--- src/rtl/prog_loader.sv ---
// Byte-stream program loader: frames sync/count/words[/checksum] into program-memory writes
// and holds the core in reset until an image is accepted. Optional checksum: PROG_LOADER_CHECKSUM_EN.
module prog_loader #(
    parameter int         DATA_SIZE = 6,
    parameter int         ADDR_SIZE = 5,
    parameter logic [7:0] SYNC_BYTE = 8'hA5
) (
    input  logic                 clk,
    input  logic                 rstn,
    input  logic [7:0]           in_data,
    input  logic                 in_valid,
    output logic                 in_ready,
    input  logic                 restart,
    output logic                 mem_we,
    output logic [ADDR_SIZE-1:0] mem_addr,
    output logic [DATA_SIZE-1:0] mem_wdata,
    output logic                 cpu_rstn,
    output logic                 done,
    output logic                 error
);

    localparam int CNT_W     = ADDR_SIZE + 1;
    localparam int MAX_WORDS = 1 << ADDR_SIZE;

`ifdef PROG_LOADER_CHECKSUM_EN
    typedef enum logic [2:0] {S_SYNC, S_COUNT, S_DATA, S_CSUM, S_DONE, S_ERROR} state_t;
`else
    typedef enum logic [2:0] {S_SYNC, S_COUNT, S_DATA, S_DONE, S_ERROR} state_t;
`endif

    state_t               r_state, w_next_state;
    logic [CNT_W-1:0]     r_count, w_count_nx;
    logic [CNT_W-1:0]     r_idx, w_idx_nx, w_idx_inc;
    logic                 r_in_ready, r_mem_we, r_cpu_rstn, r_done, r_error;
    logic [ADDR_SIZE-1:0] r_mem_addr, w_addr_nx;
    logic [DATA_SIZE-1:0] r_mem_wdata, w_wdata_nx;
    logic                 w_we_nx;
    logic                 w_accept;
`ifdef PROG_LOADER_CHECKSUM_EN
    logic [7:0]           r_sum, w_sum_nx;
`endif

    assign w_accept  = in_valid & r_in_ready;
    assign w_idx_inc = r_idx + CNT_W'(1);

    always_comb begin
        w_next_state = r_state;
        w_count_nx   = r_count;
        w_idx_nx     = r_idx;
        w_we_nx      = 1'b0;
        w_addr_nx    = r_mem_addr;
        w_wdata_nx   = r_mem_wdata;
`ifdef PROG_LOADER_CHECKSUM_EN
        w_sum_nx     = r_sum;
`endif
        case (r_state)
            S_SYNC: begin
                if (w_accept && in_data == SYNC_BYTE) w_next_state = S_COUNT;
            end
            S_COUNT: begin
                if (w_accept) begin
                    if (in_data == 8'd0 || int'(in_data) > MAX_WORDS) begin
                        w_next_state = S_ERROR;
                    end else begin
                        w_count_nx   = CNT_W'(in_data);
                        w_idx_nx     = '0;
`ifdef PROG_LOADER_CHECKSUM_EN
                        w_sum_nx     = 8'd0;
`endif
                        w_next_state = S_DATA;
                    end
                end
            end
            S_DATA: begin
                if (w_accept) begin
                    // Bits above the word width must be clear; a dirty byte is never written.
                    if ((in_data >> DATA_SIZE) != 8'd0) begin
                        w_next_state = S_ERROR;
                    end else begin
                        w_we_nx    = 1'b1;
                        w_addr_nx  = r_idx[ADDR_SIZE-1:0];
                        w_wdata_nx = in_data[DATA_SIZE-1:0];
                        w_idx_nx   = w_idx_inc;
`ifdef PROG_LOADER_CHECKSUM_EN
                        w_sum_nx   = r_sum + in_data;
                        if (w_idx_inc == r_count) w_next_state = S_CSUM;
`else
                        if (w_idx_inc == r_count) w_next_state = S_DONE;
`endif
                    end
                end
            end
`ifdef PROG_LOADER_CHECKSUM_EN
            S_CSUM: begin
                if (w_accept) w_next_state = (in_data == r_sum) ? S_DONE : S_ERROR;
            end
`endif
            S_DONE, S_ERROR: begin
                if (restart) w_next_state = S_SYNC;
            end
            default: w_next_state = S_SYNC;
        endcase
    end

    // Flags are registered from the next state so they move one edge after the causing byte.
    always_ff @(posedge clk or negedge rstn) begin
        if (!rstn) begin
            r_state     <= S_SYNC;
            r_count     <= '0;
            r_idx       <= '0;
            r_in_ready  <= 1'b0;
            r_mem_we    <= 1'b0;
            r_mem_addr  <= '0;
            r_mem_wdata <= '0;
            r_cpu_rstn  <= 1'b0;
            r_done      <= 1'b0;
            r_error     <= 1'b0;
`ifdef PROG_LOADER_CHECKSUM_EN
            r_sum       <= 8'd0;
`endif
        end else begin
            r_state     <= w_next_state;
            r_count     <= w_count_nx;
            r_idx       <= w_idx_nx;
            r_in_ready  <= (w_next_state != S_DONE) && (w_next_state != S_ERROR);
            r_mem_we    <= w_we_nx;
            r_mem_addr  <= w_addr_nx;
            r_mem_wdata <= w_wdata_nx;
            r_cpu_rstn  <= (w_next_state == S_DONE);
            r_done      <= (w_next_state == S_DONE);
            r_error     <= (w_next_state == S_ERROR);
`ifdef PROG_LOADER_CHECKSUM_EN
            r_sum       <= w_sum_nx;
`endif
        end
    end

    assign in_ready  = r_in_ready;
    assign mem_we    = r_mem_we;
    assign mem_addr  = r_mem_addr;
    assign mem_wdata = r_mem_wdata;
    assign cpu_rstn  = r_cpu_rstn;
    assign done      = r_done;
    assign error     = r_error;

endmodule

--- config.mk ---
export PLATFORM = sky130hd
export DESIGN_NAME = prog_loader
export DESIGN_NICKNAME = d
export VERILOG_FILES = /design/src/rtl/prog_loader.sv
export SDC_FILE = /design/constraint.sdc
export NUM_CORES = 1
export LEC_CHECK = 0
export CAP_MARGIN = 20
export CORE_UTILIZATION = 35
export DETAILED_ROUTE_END_ITERATION = 10
export MAX_ROUTING_LAYER = met4
export PLACE_DENSITY = 0.56
export SYNTH_ARGS = -nofsm -noshare
export SYNTH_HDL_FRONTEND = slang
export SYNTH_SLANG_ARGS = --single-unit
--- constraint.sdc ---
create_clock -name clk -period 2.4 [get_ports clk]
set_input_delay 0.48 -clock clk [delete_from_list [all_inputs] [get_ports clk]]
set_output_delay 0.48 -clock clk [all_outputs]
set_load 0.01 [all_outputs]
* Yosys cells after proc, flatten, opt, wreduce, memory -nomap -nowiden
Cells that the tools add are included.
Word-level totals: output and inout port bits 16, RAM bits 0, memory bits (read-only) 0, register bits 30, bits in latches 0, memories kept 0, bits of input ports 12
Operators by class: order comparisons 1, add/subtract/negate cells 1, bitwise gates (word level) 3, mux-type cells 16, $mul 0, shifts and indexed selects 0, divide/modulo/power cells 0, reductions and logical operators 11, eq/ne operators 14
Operator list (number):
- $mux W6 | 4
- $mux W3 | 7
- $pmux W3 S4 | 1
- $pmux W6 S2 | 1
- $eq A3 B2 Y1 const B | 3
- $eq A8 B8 Y1 const B | 1
- $gt A8 B6 Y1 const B | 1
- $logic_not A8 Y1 | 1
- $ne A2 B2 Y1 const B | 4
- $reduce_bool A8 Y1 | 1
- $add A6 B1 Y6 const B | 1
- $eq A3 B3 Y1 const B | 2
- $eq A6 B6 Y1 | 1
- $reduce_and A3 Y1 | 2
- $reduce_and A5 Y1 | 1
- $eq A3 B1 Y1 const B | 1
- $logic_not A3 Y1 | 1
- $mux W1 | 3
- $ne A3 B2 Y1 const B | 1
- $ne A3 B3 Y1 const B | 1
- $logic_and A1 B1 Y1 | 2
- $not A1 Y1 | 2
- $reduce_bool A2 Y1 | 1
- $reduce_or A2 Y1 | 1
- other kinds (2) | 2

* Longest topological paths before layout
depth in word-level cells 8, depth in mapped cells 8, depth with buffers taken out 5

* Least setup slack after synthesis
OpenSTA, ideal clock, no wires.
kind input to register, from in in_data[1], to reg r_count[0], arrival time 1.970 ns, library setup time 0.125 ns, path slack 0.305 ns, cell stages on the path 5, buffers on the path 1, cell sequence or3_4 > o31ai_4 > or4b_1 > buf_6 > mux2_4
On the way: longest elaborated chain between the ends 4
Ends and longest elaborated chain:
- start: declaration | line 10 | input logic [7:0] in_data,
- $gt A8 B6 Y1 / $logic_not A8 Y1 (equally long branches) | line 62 | if (in_data == 8'd0 || int'(in_data) > MAX_WORDS) begin
- $logic_or A1 B1 Y1 * | line 62
- $not A1 Y1 (no source line) *
- $reduce_and A3 Y1 (no source line) *
- end signal: assignment | line 123 | r_count <= w_count_nx;
- end: declaration | line 32 | logic [CNT_W-1:0] r_count, w_count_nx;
Every way passes the cells marked *; elsewhere a longest branch is shown, timed or not. A chain may end at the register's enable or synchronous reset.

* Worst setup path in the final report
from in in_data[1], to reg r_count[2]
Same word-level chain as after synthesis.

==> results.cfg <==
[synth]
postSynthRegisterBits = 30
netlist_instances = 167
syn-cell-area_um2 = 1610
ys.flop_type = sky130_fd_sc_hd__dfrtp_1
synth_warn = 0
synth.lib_cells_used.distinct = 46
post_synth.cell_area_avg_um2 = 9.66
asyncSetResetFlopFracSynth_pct = 100
sequential_area_share_after_synthesis_pct = 46.5
synth-edff-count = 0
synthesis.nets = 180

[power_and_ir_drop]
clkPwrFrac_pct = 46.1
power.combinational.fraction_pct = 7.0
power.internal_w = 0.000855
swShare_pct = 21.4
seqPwrFrac_pct = 46.9
power.density_cell_area_nw_per_um2 = 510
power.switching_w = 0.000233
design_power_total_w = 0.00109
ir_worst_vdd_mv = 0.328
leakagePower_nw = 1.02

[floorplan]
ioPinCount = 28
start_util_pct = 36.8
fp-row-count = 24
die_area_um2 = 4880
die_y_um = 69.9
die_w_um = 69.9
fp.coreArea_um2 = 4380

[setup_path]
worstPathBufferInverterCount = 2
delay_contributed_by_the_slowest_stage_of_the_critical_path_ns = 0.45
critical-path-slowest-cell = sky130_fd_sc_hd__or4b_1
worst_r2r_endpoint = r_idx[1]
setup_cp_type = input port to flip-flop
reg2reg_depth = 6
worstSetupEndpointType = flip-flop
rrSetupSlack_ns = 0.48
setup.worst_path.start_class = input port
largest_delay_contributor_family_on_the_critical_path = simple AND/OR/NAND/NOR gates
crit_required_ns = 2.56
worst_ep_arrival_time_ns = 2.44
cp_max_fo = 7
cp.depth = 6
ff_to_ff_start = r_state[0]
crit_chain = clkdlybuf4s50_1 > or3_4 > o31ai_4 > or4b_1 > buf_4 > mux2_4

[clock_network]
cts_tree = yes
holdBufCountCts = 0
htreeDepth = 2
tritoncts.num_buffers = 5
path_clk_slew_ns = 0.07
cts_buffer_depth = 2
clock_sinks = 30
clock-root-buffer = sky130_fd_sc_hd__clkbuf_8
post_cts_resized = 0
clk_latency_ns = 0.28
post_cts_buffers = 0

[min_path]
hold_class = flip-flop to flip-flop
worst_hold_startpoint = mem_addr[0]
hold-path-endpoint = mem_addr[0]
holdPathStages = 2

[grt]
grt_antenna_before_repair = 0
grt_pass1_wl_um = 6450
grt_usage_pct = 17.0
grt-ovfl-total = 0
vias_in_the_first_global_route = 1367
grt_start_max_net_pins = 31

[cells_and_area]
layout-area-overhead-vs-synth_pct = 32.1
layout.filler_cells = 415
post-route-util_pct = 48.6
antenna_cells_inserted = 0
post_layout_nets = 220
final_layout_size_suffix_gt1_share_pct = 16.8
design_area_um2 = 2130

[timing]
final-max-slew-violation-count = 0
report.final.setup_viol = 0
worst_pin_slew_ns = 0.673
unrepaired_setup_endpoints_after_global_routing = no
holdWs_ns = 0.472
postLayoutSetupSlackWorst_ns = 0.122
slew_headroom_pct = 55.1
timing.fmax_ghz = 0.439
final_period_minus_worst_setup_slack_ns = 2.28
finalCritPeriodShare_pct = 94.9
timing_hold_violations_final = 0
final.setup_skew_ns = 0.00813

[drt]
drt-wirelength-per-cell_um = 14.5
antenna_violating_nets_remaining = 0
wirelength_um = 3760
drt_pre_antenna_iters = 4
detailroute.via_count = 1368
drt_via_density = 5.26
detail_route.iter0.violations = 84
post-route-drc-count = 0

[flow_run]
max_cap_violations = 0

[placement]
dp_worst_setup_slack_ns = -0.165
placed_cell_area_um2 = 2020
gpl.final_weighted_congestion = 0.881
number_of_input_and_output_port_buffers_inserted = 27
post-dp-hpwl_um = 2770

[outcome]
status = finished, final reports clean
Yosys cell counts (all sizes together) (2+ instances only):
cell type / number / area [um^2]
a221oi: 4 / 35.0
clkbuf: 8 / 30.0
nor2b: 2 / 12.5
buf: 3 / 23.8
nand4: 2 / 12.5
o21ai: 8 / 40.0
xor2: 3 / 26.3
nand2: 41 / 154
and3: 3 / 18.8
mux2: 6 / 90.1
or4b: 2 / 20.0
nor3: 3 / 15.0
xnor2: 5 / 43.8
nand3: 4 / 20.0
nor2: 8 / 30.0
a21oi: 4 / 20.0
dfrtp: 30 / 751
nor3b: 2 / 15.0
inv: 3 / 11.3
a211oi: 4 / 30.0
how the worst max path moves through the flow:
stage | from | endpoint
floorplan | in_data[1] | r_count[0]
global placement | in_data[1] | r_count[0]
detailed placement | in_data[1] | r_count[4]
CTS | in_data[1] | r_count[4]
global route | in_data[1] | r_count[2]
finish | in_data[1] | r_count[2]
flip-flops by register name (all words and copies together), names as in the netlist:
signal / count
done: 1
mem_addr: 5
error: 1
r_count: 6
in_ready: 1
r_idx: 6
r_state: 3
mem_wdata: 6
mem_we: 1
routing by layer:
metal / vias up / routed length [um] / global-route usage, % / part of all wire [%]
met2: 46 / 1750 / 26.1 / 47
met4: 0 / 53 / 5.78 / 1.4
met5: - / 0 / - / 0
met1: 646 / 1770 / 22.5 / 47
met3: 7 / 179 / 3.46 / 4.8
li1: 669 / - / - / -
cells by family after synthesis:
group / after synthesis / share of synthesized area, %
multiplexers: 6 / 5.59
AO/OA/AOI/OAI: 31 / 14.8
buffers and inverters: 14 / 4.03
XOR/XNOR: 8 / 4.34
AND/OR/NAND/NOR: 77 / 23.9
flip-flops: 30 / 46.5
adder cells (fa/ha/maj): 1 / 0.776
cells in the final DEF, fill, tap and decap left out, types with 2 or more instances in the layout:
master | netlist | final
sky130_fd_sc_hd__a211oi_1 | 4 | 4
sky130_fd_sc_hd__a21oi_1 | 4 | 4
sky130_fd_sc_hd__a221oi_1 | 4 | 4
sky130_fd_sc_hd__and3_1 | 3 | 3
sky130_fd_sc_hd__buf_4 | 1 | 17
sky130_fd_sc_hd__clkbuf_8 | 0 | 5
sky130_fd_sc_hd__clkdlybuf4s50_1 | 0 | 27
sky130_fd_sc_hd__clkinv_2 | 0 | 2
sky130_fd_sc_hd__dfrtp_1 | 30 | 30
sky130_fd_sc_hd__inv_1 | 2 | 2
sky130_fd_sc_hd__mux2_4 | 6 | 6
sky130_fd_sc_hd__nand2_1 | 41 | 41
sky130_fd_sc_hd__nand3_1 | 4 | 4
sky130_fd_sc_hd__nand4_1 | 2 | 2
sky130_fd_sc_hd__nor2_1 | 8 | 8
sky130_fd_sc_hd__nor2b_1 | 2 | 2
sky130_fd_sc_hd__nor3_1 | 3 | 3
sky130_fd_sc_hd__nor3b_1 | 2 | 2
sky130_fd_sc_hd__o21ai_1 | 7 | 7
sky130_fd_sc_hd__or4b_1 | 2 | 2
sky130_fd_sc_hd__xnor2_1 | 5 | 5
sky130_fd_sc_hd__xor2_1 | 3 | 3
worst min-delay path: stages (launching register included):
cell and delay (ns):
sky130_fd_sc_hd__dfrtp_1 0.34, sky130_fd_sc_hd__nand2_1 0.05, sky130_fd_sc_hd__nand2_1 0.05
power groups by stage:
stage	Sequential (W)	Combinational [W]	Clock, W
5_1_grt	0.000510	0.0000835	0.000533
2_1_floorplan	0.000519	0.0000193	0
3_5_place_dp	0.000519	0.0000773	0
4_1_cts	0.000510	0.0000775	0.000517
3_3_place_gp	0.000519	0.0000761	0
6_report	0.000510	0.0000759	0.000501
layout make-up:
class                           instances  area [um^2]  area share, %
Clock inverter                          3         40.0           1.88
Tap cell                               52         65.1           3.05
Clock buffer                            5         68.8           3.23
Timing Repair Buffer                   44          398           18.7
Inverter                                3         11.3          0.528
Sequential cell                        30          751           35.2
Multi-Input combinational cell        123          797           37.4
metrics by stage:
stage / cells / setup TNS [ns]
global route: 260 / 0
finish: 260 / 0
floorplan: 167 / 0
detailed placement: 252 / -0.978
global placement: 252 / -0.806
CTS: 260 / 0
(Power assumes the default switching activity.)
